**src/rtl/riscv_lsu_if.sv**
```systemverilog
`default_nettype none
// ============================================================================
//  Module      : riscv_lsu_if
//  Description : Data-memory handshake between the load/store unit and a
//                variable-latency data memory.
//                  mem_req   - request, held until acknowledged
//                  mem_we    - write strobe
//                  mem_addr  - word address (bits [1:0] are zero)
//                  mem_be    - byte-lane enables
//                  mem_wdata - lane-replicated store data
//                  mem_ack   - memory accepts/completes in this cycle
//                  mem_rdata - read data, valid with mem_ack on a load
//  Modports    : master = LSU side, slave = memory side
//  Revision    : 1.0 - initial release
// ============================================================================
interface riscv_lsu_if;
    logic        mem_req;
    logic        mem_we;
    logic [31:0] mem_addr;
    logic [3:0]  mem_be;
    logic [31:0] mem_wdata;
    logic        mem_ack;
    logic [31:0] mem_rdata;

    modport master (
        output mem_req, mem_we, mem_addr, mem_be, mem_wdata,
        input  mem_ack, mem_rdata
    );

    modport slave (
        input  mem_req, mem_we, mem_addr, mem_be, mem_wdata,
        output mem_ack, mem_rdata
    );
endinterface
`default_nettype wire

```
**src/rtl/riscv_lsu.sv**
```systemverilog
`default_nettype none
// ============================================================================
//  Module      : riscv_lsu
//  Description : Load/store unit. Accepts a load/store from the datapath,
//                runs a variable-latency memory handshake, stalls the core
//                while the access is in flight and returns aligned,
//                sign/zero-extended load data for writeback.
//  Ports       : clk, reset (sync, active-low)
//                req_valid/req_we/req_funct3/req_addr/req_wdata - request
//                req_ready  - LSU idle
//                stall_out  - hold PC, suppress writeback
//                rsp_valid/rsp_rdata - one-cycle completion + load data
//                err_misalign/err_timeout - error pulses with rsp_valid
//                mem        - data-memory handshake (riscv_lsu_if.master)
//  Parameters  : TIMEOUT_CYC - BUSY cycles without ack before abort (1..255)
//  Revision    : 1.0 - initial release
// ============================================================================
module riscv_lsu #(
    parameter int TIMEOUT_CYC = 255
) (
    input  logic        clk,
    input  logic        reset,
    input  logic        req_valid,
    input  logic        req_we,
    input  logic [2:0]  req_funct3,
    input  logic [31:0] req_addr,
    input  logic [31:0] req_wdata,
    output logic        req_ready,
    output logic        stall_out,
    output logic        rsp_valid,
    output logic [31:0] rsp_rdata,
    output logic        err_misalign,
    output logic        err_timeout,
    riscv_lsu_if.master mem
);

    typedef enum logic [1:0] {
        ST_IDLE = 2'd0,
        ST_BUSY = 2'd1,
        ST_RESP = 2'd2
    } state_t;

    // Counter value seen in the last allowed BUSY cycle.
    localparam logic [7:0] c_cnt_last = 8'(TIMEOUT_CYC - 1);

    state_t      r_state;
    state_t      w_state_nxt;
    logic        r_we;
    logic [2:0]  r_funct3;
    logic [1:0]  r_off;
    logic [31:0] r_mem_addr;
    logic [3:0]  r_mem_be;
    logic [31:0] r_mem_wdata;
    logic [7:0]  r_cnt;
    logic [31:0] r_rdata;
    logic        r_err_mis;
    logic        r_err_to;

    logic        w_legal;
    logic [3:0]  w_be;
    logic [31:0] w_wdata;
    logic [31:0] w_shift;
    logic [31:0] w_load;
    logic        w_timeout;

    assign w_timeout = (r_cnt == c_cnt_last);

    // Legality: alignment per access size, and funct3 values valid for the
    // direction (unsigned variants exist only for loads).
    always_comb begin
        w_legal = 1'b0;
        case (req_funct3)
            3'd0:    w_legal = 1'b1;
            3'd1:    w_legal = ~req_addr[0];
            3'd2:    w_legal = (req_addr[1:0] == 2'b00);
            3'd4:    w_legal = ~req_we;
            3'd5:    w_legal = ~req_we & ~req_addr[0];
            default: w_legal = 1'b0;
        endcase
    end

    // Lane enables and lane-replicated store data; funct3[1:0] is the size.
    always_comb begin
        w_be    = 4'b1111;
        w_wdata = req_wdata;
        case (req_funct3[1:0])
            2'd0: begin
                w_be    = 4'b0001 << req_addr[1:0];
                w_wdata = {4{req_wdata[7:0]}};
            end
            2'd1: begin
                w_be    = req_addr[1] ? 4'b1100 : 4'b0011;
                w_wdata = {2{req_wdata[15:0]}};
            end
            default: begin
                w_be    = 4'b1111;
                w_wdata = req_wdata;
            end
        endcase
    end

    // Bring the addressed byte/halfword down to bit 0, then extend.
    assign w_shift = mem.mem_rdata >> {r_off, 3'b000};

    always_comb begin
        w_load = w_shift;
        case (r_funct3)
            3'd0:    w_load = {{24{w_shift[7]}}, w_shift[7:0]};
            3'd1:    w_load = {{16{w_shift[15]}}, w_shift[15:0]};
            3'd4:    w_load = {24'd0, w_shift[7:0]};
            3'd5:    w_load = {16'd0, w_shift[15:0]};
            default: w_load = w_shift;
        endcase
        if (r_we) begin
            w_load = 32'd0;
        end
    end

    always_comb begin
        w_state_nxt = r_state;
        case (r_state)
            ST_IDLE: if (req_valid) w_state_nxt = w_legal ? ST_BUSY : ST_RESP;
            ST_BUSY: if (mem.mem_ack || w_timeout) w_state_nxt = ST_RESP;
            ST_RESP: w_state_nxt = ST_IDLE;
            default: w_state_nxt = ST_IDLE;
        endcase
    end

    always_ff @(posedge clk) begin
        if (!reset) begin
            r_state     <= ST_IDLE;
            r_we        <= 1'b0;
            r_funct3    <= 3'd0;
            r_off       <= 2'd0;
            r_mem_addr  <= 32'd0;
            r_mem_be    <= 4'd0;
            r_mem_wdata <= 32'd0;
            r_cnt       <= 8'd0;
            r_rdata     <= 32'd0;
            r_err_mis   <= 1'b0;
            r_err_to    <= 1'b0;
        end else begin
            r_state <= w_state_nxt;
            case (r_state)
                ST_IDLE: begin
                    if (req_valid) begin
                        r_we        <= req_we;
                        r_funct3    <= req_funct3;
                        r_off       <= req_addr[1:0];
                        r_mem_addr  <= {req_addr[31:2], 2'b00};
                        r_mem_be    <= w_be;
                        r_mem_wdata <= w_wdata;
                        r_cnt       <= 8'd0;
                        r_rdata     <= 32'd0;
                        r_err_mis   <= ~w_legal;
                        r_err_to    <= 1'b0;
                    end
                end
                ST_BUSY: begin
                    // An ack in the final allowed cycle wins over the timeout.
                    if (mem.mem_ack) begin
                        r_rdata <= w_load;
                    end else if (w_timeout) begin
                        r_err_to <= 1'b1;
                    end else begin
                        r_cnt <= r_cnt + 8'd1;
                    end
                end
                default: begin
                end
            endcase
        end
    end

    assign mem.mem_req   = (r_state == ST_BUSY);
    assign mem.mem_we    = r_we;
    assign mem.mem_addr  = r_mem_addr;
    assign mem.mem_be    = r_mem_be;
    assign mem.mem_wdata = r_mem_wdata;

    assign rsp_valid    = (r_state == ST_RESP);
    assign rsp_rdata    = rsp_valid ? r_rdata : 32'd0;
    assign err_misalign = rsp_valid & r_err_mis;
    assign err_timeout  = rsp_valid & r_err_to;

    // Gated by reset so both read 0 while reset is held.
    assign req_ready = reset & (r_state == ST_IDLE);
    assign stall_out = reset & (((r_state == ST_IDLE) & req_valid) | (r_state == ST_BUSY));

endmodule
`default_nettype wire

```
**src/flat_wrapper.sv**
```systemverilog
// flat-port wrapper written by rule: the top's interface ports become plain ports
module riscv_lsu_flat 
#(
    parameter int TIMEOUT_CYC = 255
)
  (clk, reset, req_valid, req_we, req_funct3, req_addr, req_wdata, req_ready, stall_out, rsp_valid, rsp_rdata, err_misalign, err_timeout, mem_mem_req, mem_mem_we, mem_mem_addr, mem_mem_be, mem_mem_wdata, mem_mem_ack, mem_mem_rdata);
  riscv_lsu_if mem_i ();
  input  logic clk;
  input  logic reset;
  input  logic req_valid;
  input  logic req_we;
  input  logic [2:0] req_funct3;
  input  logic [31:0] req_addr;
  input  logic [31:0] req_wdata;
  output logic req_ready;
  output logic stall_out;
  output logic rsp_valid;
  output logic [31:0] rsp_rdata;
  output logic err_misalign;
  output logic err_timeout;
  output wire logic [$bits(mem_i.mem_req)-1:0] mem_mem_req;
  output wire logic [$bits(mem_i.mem_we)-1:0] mem_mem_we;
  output wire logic [$bits(mem_i.mem_addr)-1:0] mem_mem_addr;
  output wire logic [$bits(mem_i.mem_be)-1:0] mem_mem_be;
  output wire logic [$bits(mem_i.mem_wdata)-1:0] mem_mem_wdata;
  input wire logic [$bits(mem_i.mem_ack)-1:0] mem_mem_ack;
  input wire logic [$bits(mem_i.mem_rdata)-1:0] mem_mem_rdata;
  assign mem_mem_req = mem_i.mem_req;
  assign mem_mem_we = mem_i.mem_we;
  assign mem_mem_addr = mem_i.mem_addr;
  assign mem_mem_be = mem_i.mem_be;
  assign mem_mem_wdata = mem_i.mem_wdata;
  assign mem_i.mem_ack = mem_mem_ack;
  assign mem_i.mem_rdata = mem_mem_rdata;
  riscv_lsu #(.TIMEOUT_CYC(TIMEOUT_CYC)) u_core (.clk(clk), .reset(reset), .req_valid(req_valid), .req_we(req_we), .req_funct3(req_funct3), .req_addr(req_addr), .req_wdata(req_wdata), .req_ready(req_ready), .stall_out(stall_out), .rsp_valid(rsp_valid), .rsp_rdata(rsp_rdata), .err_misalign(err_misalign), .err_timeout(err_timeout), .mem(mem_i));
endmodule
```
**config.mk**
```make
export PLATFORM = sky130hd
export DESIGN_NAME = riscv_lsu_flat
export DESIGN_NICKNAME = d
export VERILOG_FILES = /design/src/rtl/riscv_lsu_if.sv /design/src/rtl/riscv_lsu.sv /design/src/flat_wrapper.sv
export SDC_FILE = /design/constraint.sdc
export NUM_CORES = 1
export LEC_CHECK = 0
export BUFFER_PORTS_ARGS = -buffer_cell sky130_fd_sc_hd__buf_2
export CAP_MARGIN = 20
export CORE_MARGIN = 5
export CORE_UTILIZATION = 35
export DETAILED_ROUTE_END_ITERATION = 8
export PLACE_DENSITY_LB_ADDON = 0.05
export SYNTH_ARGS = -nofsm -noshare
export SYNTH_HDL_FRONTEND = slang
export SYNTH_SLANG_ARGS = --single-unit
```
**constraint.sdc**
```tcl
create_clock -name clk -period 2.6 [get_ports clk]
set_clock_uncertainty 0.1 [all_clocks]
set_input_delay 0.52 -clock clk [delete_from_list [all_inputs] [get_ports clk]]
set_output_delay 0.52 -clock clk [all_outputs]
set_load 0.02 [all_outputs]
```
==> flow_metrics.tcl, run 1 <==
set metrics [dict create \
    critPathMaxFanout 35 \
    grt_setup_unrepaired "false" \
    nets 942 \
    tritoncts "built" \
    setup-violations-final 0 \
    power.combinational.fraction 0.152 \
    post-place-ws_ns 0.454 \
    p_seq_frac 0.376 \
    post-route-util 0.472 \
    sw_frac_of_total 0.259 \
    route.detailed.vias_per_inst 4.97 \
    synth-edff-count 0 \
    h-tree-depth 4 \
    finalWorstPathRequiredPeriod_ns 2.39 \
    critPathKind "flip-flop to output pin" \
    netlist.top_cell.by_area "sky130_fd_sc_hd__dfxtp_1" \
    routed_wl_mm 17.2 \
    grt_util_all_layers 0.183 \
    crit_path_start_kind "flip-flop" \
    final.setup.worst_slack_ns 0.207 \
    finalSetupTns_ns 0 \
    initial_core_util 0.354 \
    power_frac_clock 0.471 \
    route.vias.total 5290 \
    crit_required_ns 1.98 \
    distinct_cells_synth 50 \
    worst_ir_drop_vdd_uv 394 \
    cts-root-buf "sky130_fd_sc_hd__clkbuf_16" \
    cts_repair_resize_count 0 \
    slew_viol_final 0 \
    firstDrtPassIters 4 \
    die_height_um 136 \
    drc 0 \
    layout-area-overhead-vs-synth_pct 33.3 \
    timing_worst_slew_pin_value_ns 0.660 \
    placementRows 46 \
    period_utilization_post_route 0.920 \
    cts_buffer_count 17 \
    layout.filler_cells 1570 \
    worst-endpoint-arrival_ns 1.77 \
    drtAntennaViolNets 0 \
    finalHoldViolCount 0 \
    post_synth_instance_area_sq_um 5560 \
    cts.reportedPaths.clkPinSlew_ns 0.06 \
    die_area_sq_um 18500 \
    drive_above_1_share 0.313 \
    postSynthAreaPerCell_sq_um 8.59 \
    hp-class "input pin to flip-flop" \
    synth.top_cells.by_count "sky130_fd_sc_hd__nand2_1 (133), sky130_fd_sc_hd__dfxtp_1 (116), sky130_fd_sc_hd__a21boi_0 (53)" \
    synthMostInstantiatedCell "sky130_fd_sc_hd__nand2_1" \
    status "finished, final reports clean" \
    drv.max_cap_violation_count 0 \
    gpl.final_weighted_congestion 0.851 \
    clock_tree.buffer_depth 2 \
    grt_remaining_overflow 0 \
    sinks_on_clock_net 116 \
    global_route_wire_length_before_repair_mm 26.8 \
    first_iter_violations 221 \
    internal_power_w 0.00380 \
    fin_total_pwr_w 0.00513 \
    cts_hold_buffers 0 \
    worstSetupEndpointType "output pin" \
    switching_power_w 0.00133 \
    netlist_instances 647 \
    antenna_found_initial 3 \
    post_synth_main_area_contributors "sky130_fd_sc_hd__dfxtp_1 (42%), sky130_fd_sc_hd__nand2_1 (9.0%), sky130_fd_sc_hd__a21boi_0 (7.2%), sky130_fd_sc_hd__mux2i_1 (5.8%), sky130_fd_sc_hd__and2_1 (4.1%)" \
    synth-main-ff-cell "sky130_fd_sc_hd__dfxtp_1" \
    ys_seq_area_frac 0.418 \
    num_io_pins 211 \
    port_buffers 208 \
    die_width_um 136 \
    post-synth-top-area-fraction 0.418 \
    routedWlPerCell_um 16.2 \
    detailedPlacementHpwl_mm 12.5 \
    worst_slew_margin_relative_to_its_limit 0.560 \
    power_density_nw_per_um2 693 \
    synthArstFlopShare 0 \
    fmaxAchievable_mhz 418 \
    worst_skew_pair.late_latency_ns 0.40 \
    ys_ff_latch 116 \
    yosysWarnings 0 \
    postCtsSetupRepairBufs 0 \
    core_area_sq_um 15700 \
    pin_count_of_the_biggest_net_entering_global_routing 44 \
    grt_pass1_vias 5242 \
    total_leakage_power_nw 3.56 \
]
through the flow:
stage | instances | hold slack, ns | cell area, sq um
6_report | 1065 | 0.255 | 7410
5_1_grt | 1065 | 0.249 | 7410
4_1_cts | 1064 | 0.238 | 7410
3_5_place_dp | 1033 | 0.355 | 6790
3_3_place_gp | 1033 | 0.348 | 6790
2_1_floorplan | 648 | 0.335 | 5560
worst max-delay path, cell delays in order, from the launching register on:
cell	delay (ns)
sky130_fd_sc_hd__dfxtp_1	0.50
sky130_fd_sc_hd__nor2b_2	0.20
sky130_fd_sc_hd__buf_4	0.28
sky130_fd_sc_hd__and2_1	0.20
sky130_fd_sc_hd__buf_2	0.18
cell families (layout without fill, tap and decap cells):
kind of cell             Yosys count  in the layout  share of synthesized area
AND/OR/NAND/NOR                  244            244                      0.214
AO/OA/AOI/OAI                    191            191                      0.249
flip-flops                       116            116                      0.418
buffers and inverters             59            259                     0.0502
multiplexers                      33             33                     0.0617
adder cells (fa/ha/maj)            2              2                    0.00450
other                              1              3                   0.000674
XOR/XNOR                           1              1                    0.00158
cell usage in the layout (no fill, tap or decap), drive strengths merged, types with 7 or more instances in the layout:
| master | instances |
|---|---|
| and2 | 36 |
| nor2b | 18 |
| a22o | 8 |
| a21o | 17 |
| mux2i | 32 |
| nand3 | 19 |
| a211o | 7 |
| dfxtp | 116 |
| clkbuf | 23 |
| o211ai | 10 |
| nand3b | 9 |
| a21boi | 53 |
| o21ai | 35 |
| a21oi | 19 |
| nand2 | 134 |
| nor2 | 9 |
| o211a | 17 |
| o2bb2ai | 8 |
| buf | 224 |
| a32oi | 7 |
state kept, by name, indices dropped and copies added, names as in the netlist:
name / flops
u_core.mem.mem_wdata: 32
u_core.r_rdata: 32
u_core.mem.mem_addr: 30
u_core.r_cnt: 8
u_core.mem.mem_be: 4
u_core.r_funct3: 3
u_core.r_off: 2
u_core.r_state: 2
u_core.mem.mem_we: 1
u_core.r_err_mis: 1
u_core.r_err_to: 1
metal layers:
| metal | share of wire | global-route usage | vias up |
|---|---|---|---|
| met5 | 0.0010 | 0 | - |
| met4 | 0.0098 | 0.0504 | 4 |
| met3 | 0.091 | 0.0781 | 17 |
| met2 | 0.47 | 0.300 | 171 |
| met1 | 0.42 | 0.220 | 2449 |
| li1 | - | - | 2649 |
layout make-up:
type	count	area (sq um)	area share
clock inverter	8	123	0.0165
multi-input combinational	473	2980	0.402
clock buffer	23	498	0.0672
inverter	4	15.0	0.00203
timing repair buffer	224	1200	0.162
sequential	116	2320	0.313
antenna	1	2.50	0.000338
tap	216	270	0.0365
path summary, 6_finish.rpt:
kind	startpoint	to	slack (ns)	cells past startpoint
worst min-delay path	req_addr[20]	u_core.mem.mem_addr[20]$_SDFFE_PN0P_	0.26	3
worst max-delay path	u_core.r_state[1]$_SDFFE_PN0P_	rsp_rdata[22]	0.21	4
worst min register to register	u_core.mem.mem_addr[19]$_SDFFE_PN0P_	u_core.mem.mem_addr[19]$_SDFFE_PN0P_	0.36	2
worst max register to register	u_core.r_state[0]$_SDFFE_PN0P_	u_core.mem.mem_addr[15]$_SDFFE_PN0P_	0.54	5
power by group through the flow:
stage | registers, W | logic, W | clock network (W)
after floorplan | 0.00206 | 0.000383 | 0
after global placement | 0.00197 | 0.000780 | 0
after detailed placement | 0.00197 | 0.000791 | 0
after CTS | 0.00193 | 0.000793 | 0.00248
after global routing | 0.00195 | 0.000862 | 0.00257
final | 0.00193 | 0.000781 | 0.00242
Power figures use the tool's default switching activity.
==> run 2: changes to the inputs <==
- ABC_AREA: default -> 1
- CTS_CLUSTER_DIAMETER: default -> 100
==> flow_metrics.tcl, run 2 <==
set metrics [dict create \
    yosysWarnings 0 \
    final.setup.worst_slack_ns 0.333 \
    layout-area-overhead-vs-synth_pct 32.7 \
    synth.top_cells.by_count "sky130_fd_sc_hd__nand2_1 (183), sky130_fd_sc_hd__nor2_1 (142), sky130_fd_sc_hd__dfxtp_1 (116)" \
    critical_path.startpoint "u_core.r_state[1]$_SDFFE_PN0P_" \
    post-synth-top-area-fraction 0.420 \
    die_area_sq_um 18400 \
    layout.cells.most_common_list "sky130_fd_sc_hd__buf_2 (208), sky130_fd_sc_hd__nand2_1 (183), sky130_fd_sc_hd__nor2_1 (142), sky130_fd_sc_hd__dfxtp_1 (116), sky130_fd_sc_hd__a21oi_1 (78)" \
    drv.max_cap_violation_count 0 \
    post_synth_instance_area_sq_um 5530 \
    post_synth_main_area_contributors "sky130_fd_sc_hd__dfxtp_1 (42%), sky130_fd_sc_hd__nand2_1 (12%), sky130_fd_sc_hd__nor2_1 (9.6%), sky130_fd_sc_hd__a21oi_1 (7.1%), sky130_fd_sc_hd__o21ai_0 (5.5%)" \
    ff_latch_area_sq_um 2320 \
    switching_power_w 0.00154 \
    cts.reportedPaths.clkPinSlew_ns 0.06 \
    placementRows 46 \
    worst_ir_drop_vdd_uv 409 \
    h-tree-depth 4 \
    die_height_um 136 \
    internal_power_w 0.00395 \
    post-place-ws_ns 0.535 \
    critPathMaxFanout 34 \
    route.vias.total 5804 \
    timing.rr.start "u_core.r_off[0]$_SDFFE_PN0P_" \
    drtAntennaViolNets 0 \
    cts_buffer_count 17 \
    routedWlPerCell_um 14.3 \
    multi_input_comb_area_sq_um 2670 \
    crit_path_start_kind "flip-flop" \
    gpl.final_weighted_congestion 0.800 \
    layout.filler_cells 1733 \
    period_utilization_post_route 0.872 \
    power_density_nw_per_um2 749 \
    detailedPlacementHpwl_mm 12.9 \
    ys_seq_area_frac 0.420 \
    grt_pass1_vias 5528 \
    hold_start "req_wdata[29]" \
    first_iter_violations 312 \
    nets 1115 \
    crit_required_ns 1.98 \
    drive_above_1_share 0.271 \
    worst-endpoint-arrival_ns 1.65 \
    synthMostInstantiatedCell "sky130_fd_sc_hd__nand2_1" \
    grt_remaining_overflow 0 \
    status "finished, final reports clean" \
    drc 0 \
    worstSetupEndpointType "output pin" \
    postSynthAreaPerCell_sq_um 6.73 \
    power.combinational.fraction 0.169 \
    slew_viol_final 0 \
    ys_ff_latch 116 \
    grt_util_all_layers 0.192 \
    power_frac_clock 0.472 \
    initial_core_util 0.352 \
    fin_total_pwr_w 0.00549 \
    cts-root-buf "sky130_fd_sc_hd__clkbuf_16" \
    clock_tree.buffer_depth 2 \
    sw_frac_of_total 0.280 \
    synth-edff-count 0 \
    finalSetupTns_ns 0 \
    mostFrequentLayoutCell "sky130_fd_sc_hd__buf_2" \
    port_buffers 208 \
    worst_slew_margin_relative_to_its_limit 0.545 \
    antenna_found_initial 2 \
    tritoncts "built" \
    synth-main-ff-cell "sky130_fd_sc_hd__dfxtp_1" \
    hp-class "input pin to flip-flop" \
    core_area_sq_um 15700 \
    total_leakage_power_nw 3.46 \
    grt_setup_unrepaired "false" \
    firstDrtPassIters 4 \
    global_route_wire_length_before_repair_mm 28.4 \
    postCtsSetupRepairBufs 0 \
    num_antenna_cells 0 \
    post-route-util 0.467 \
    distinct_cells_synth 35 \
    finalHoldViolCount 0 \
    cts_repair_resize_count 0 \
    route.detailed.vias_per_inst 4.69 \
    netlist_instances 821 \
    finalWorstPathRequiredPeriod_ns 2.27 \
    cts_hold_buffers 0 \
    die_width_um 136 \
    setup-violations-final 0 \
    p_seq_frac 0.359 \
    critPathKind "flip-flop to output pin" \
    worst_skew_pair.late_latency_ns 0.41 \
    timing_worst_slew_pin_value_ns 0.680 \
    num_io_pins 211 \
    sinks_on_clock_net 116 \
    pin_count_of_the_biggest_net_entering_global_routing 71 \
    netlist.top_cell.by_area "sky130_fd_sc_hd__dfxtp_1" \
    synthArstFlopShare 0 \
    fmaxAchievable_mhz 441 \
    routed_wl_mm 17.7 \
]
## run 2: cell families after synthesis
family / synth area share
compound gates: 0.177
xor+xnor: 0.00158
fa+ha+maj: 0.00453
buf+inv: 0.0982
flops: 0.420
other cells: 0.000678
simple gates: 0.298
## run 2: per-layer routing
layer | up-vias | track usage | routed length, um
li1 | 3025 | - | -
met1 | 2581 | 0.247 | 7810
met2 | 173 | 0.304 | 8120
met3 | 21 | 0.0702 | 1570
met4 | 4 | 0.0538 | 199
met5 | - | 0 | 21
## run 2: critical path, stage by stage, from the launching register on
cell and delay [ns]:
sky130_fd_sc_hd__dfxtp_1 0.40, sky130_fd_sc_hd__inv_1 0.07, sky130_fd_sc_hd__nor2_1 0.14, sky130_fd_sc_hd__clkinv_1 0.08, sky130_fd_sc_hd__buf_4 0.23, sky130_fd_sc_hd__nor2_1 0.12, sky130_fd_sc_hd__buf_2 0.17
## run 2: stage by stage
| stage | hold WS [ns] | area (sq um) | cells |
|---|---|---|---|
| floorplan | 0.339 | 5530 | 822 |
| global placement | 0.354 | 6680 | 1206 |
| detailed placement | 0.356 | 6680 | 1206 |
| CTS | 0.209 | 7340 | 1238 |
| global route | 0.226 | 7340 | 1238 |
| finish | 0.227 | 7340 | 1238 |
## run 2: path summary, 6_finish.rpt
path	to	cells after the start	slack (ns)
setup / recovery	rsp_rdata[9]	6	0.33
hold / removal	u_core.mem.mem_wdata[29]$_SDFFE_PN0P_	3	0.23
setup reg to reg	u_core.r_rdata[28]$_SDFFE_PN0P_	7	0.52
hold reg to reg	u_core.r_rdata[29]$_SDFFE_PN0P_	2	0.36
## run 2: area by class of cell
class                      instances  area share
clock buffer                      19      0.0617
tap                              216      0.0368
multi-input combinational        581       0.364
timing repair buffer             221       0.157
inverter                          72      0.0368
clock inverter                    13      0.0278
sequential                       116       0.316
## run 2: power by group through the flow
| stage | combinational [W] | clock, W | sequential [W] |
|---|---|---|---|
| after floorplan | 0.000488 | 0 | 0.00212 |
| after global placement | 0.000947 | 0 | 0.00201 |
| after detailed placement | 0.000943 | 0 | 0.00201 |
| after CTS | 0.000944 | 0.00264 | 0.00197 |
| after global routing | 0.00103 | 0.00273 | 0.00199 |
| final | 0.000928 | 0.00259 | 0.00197 |
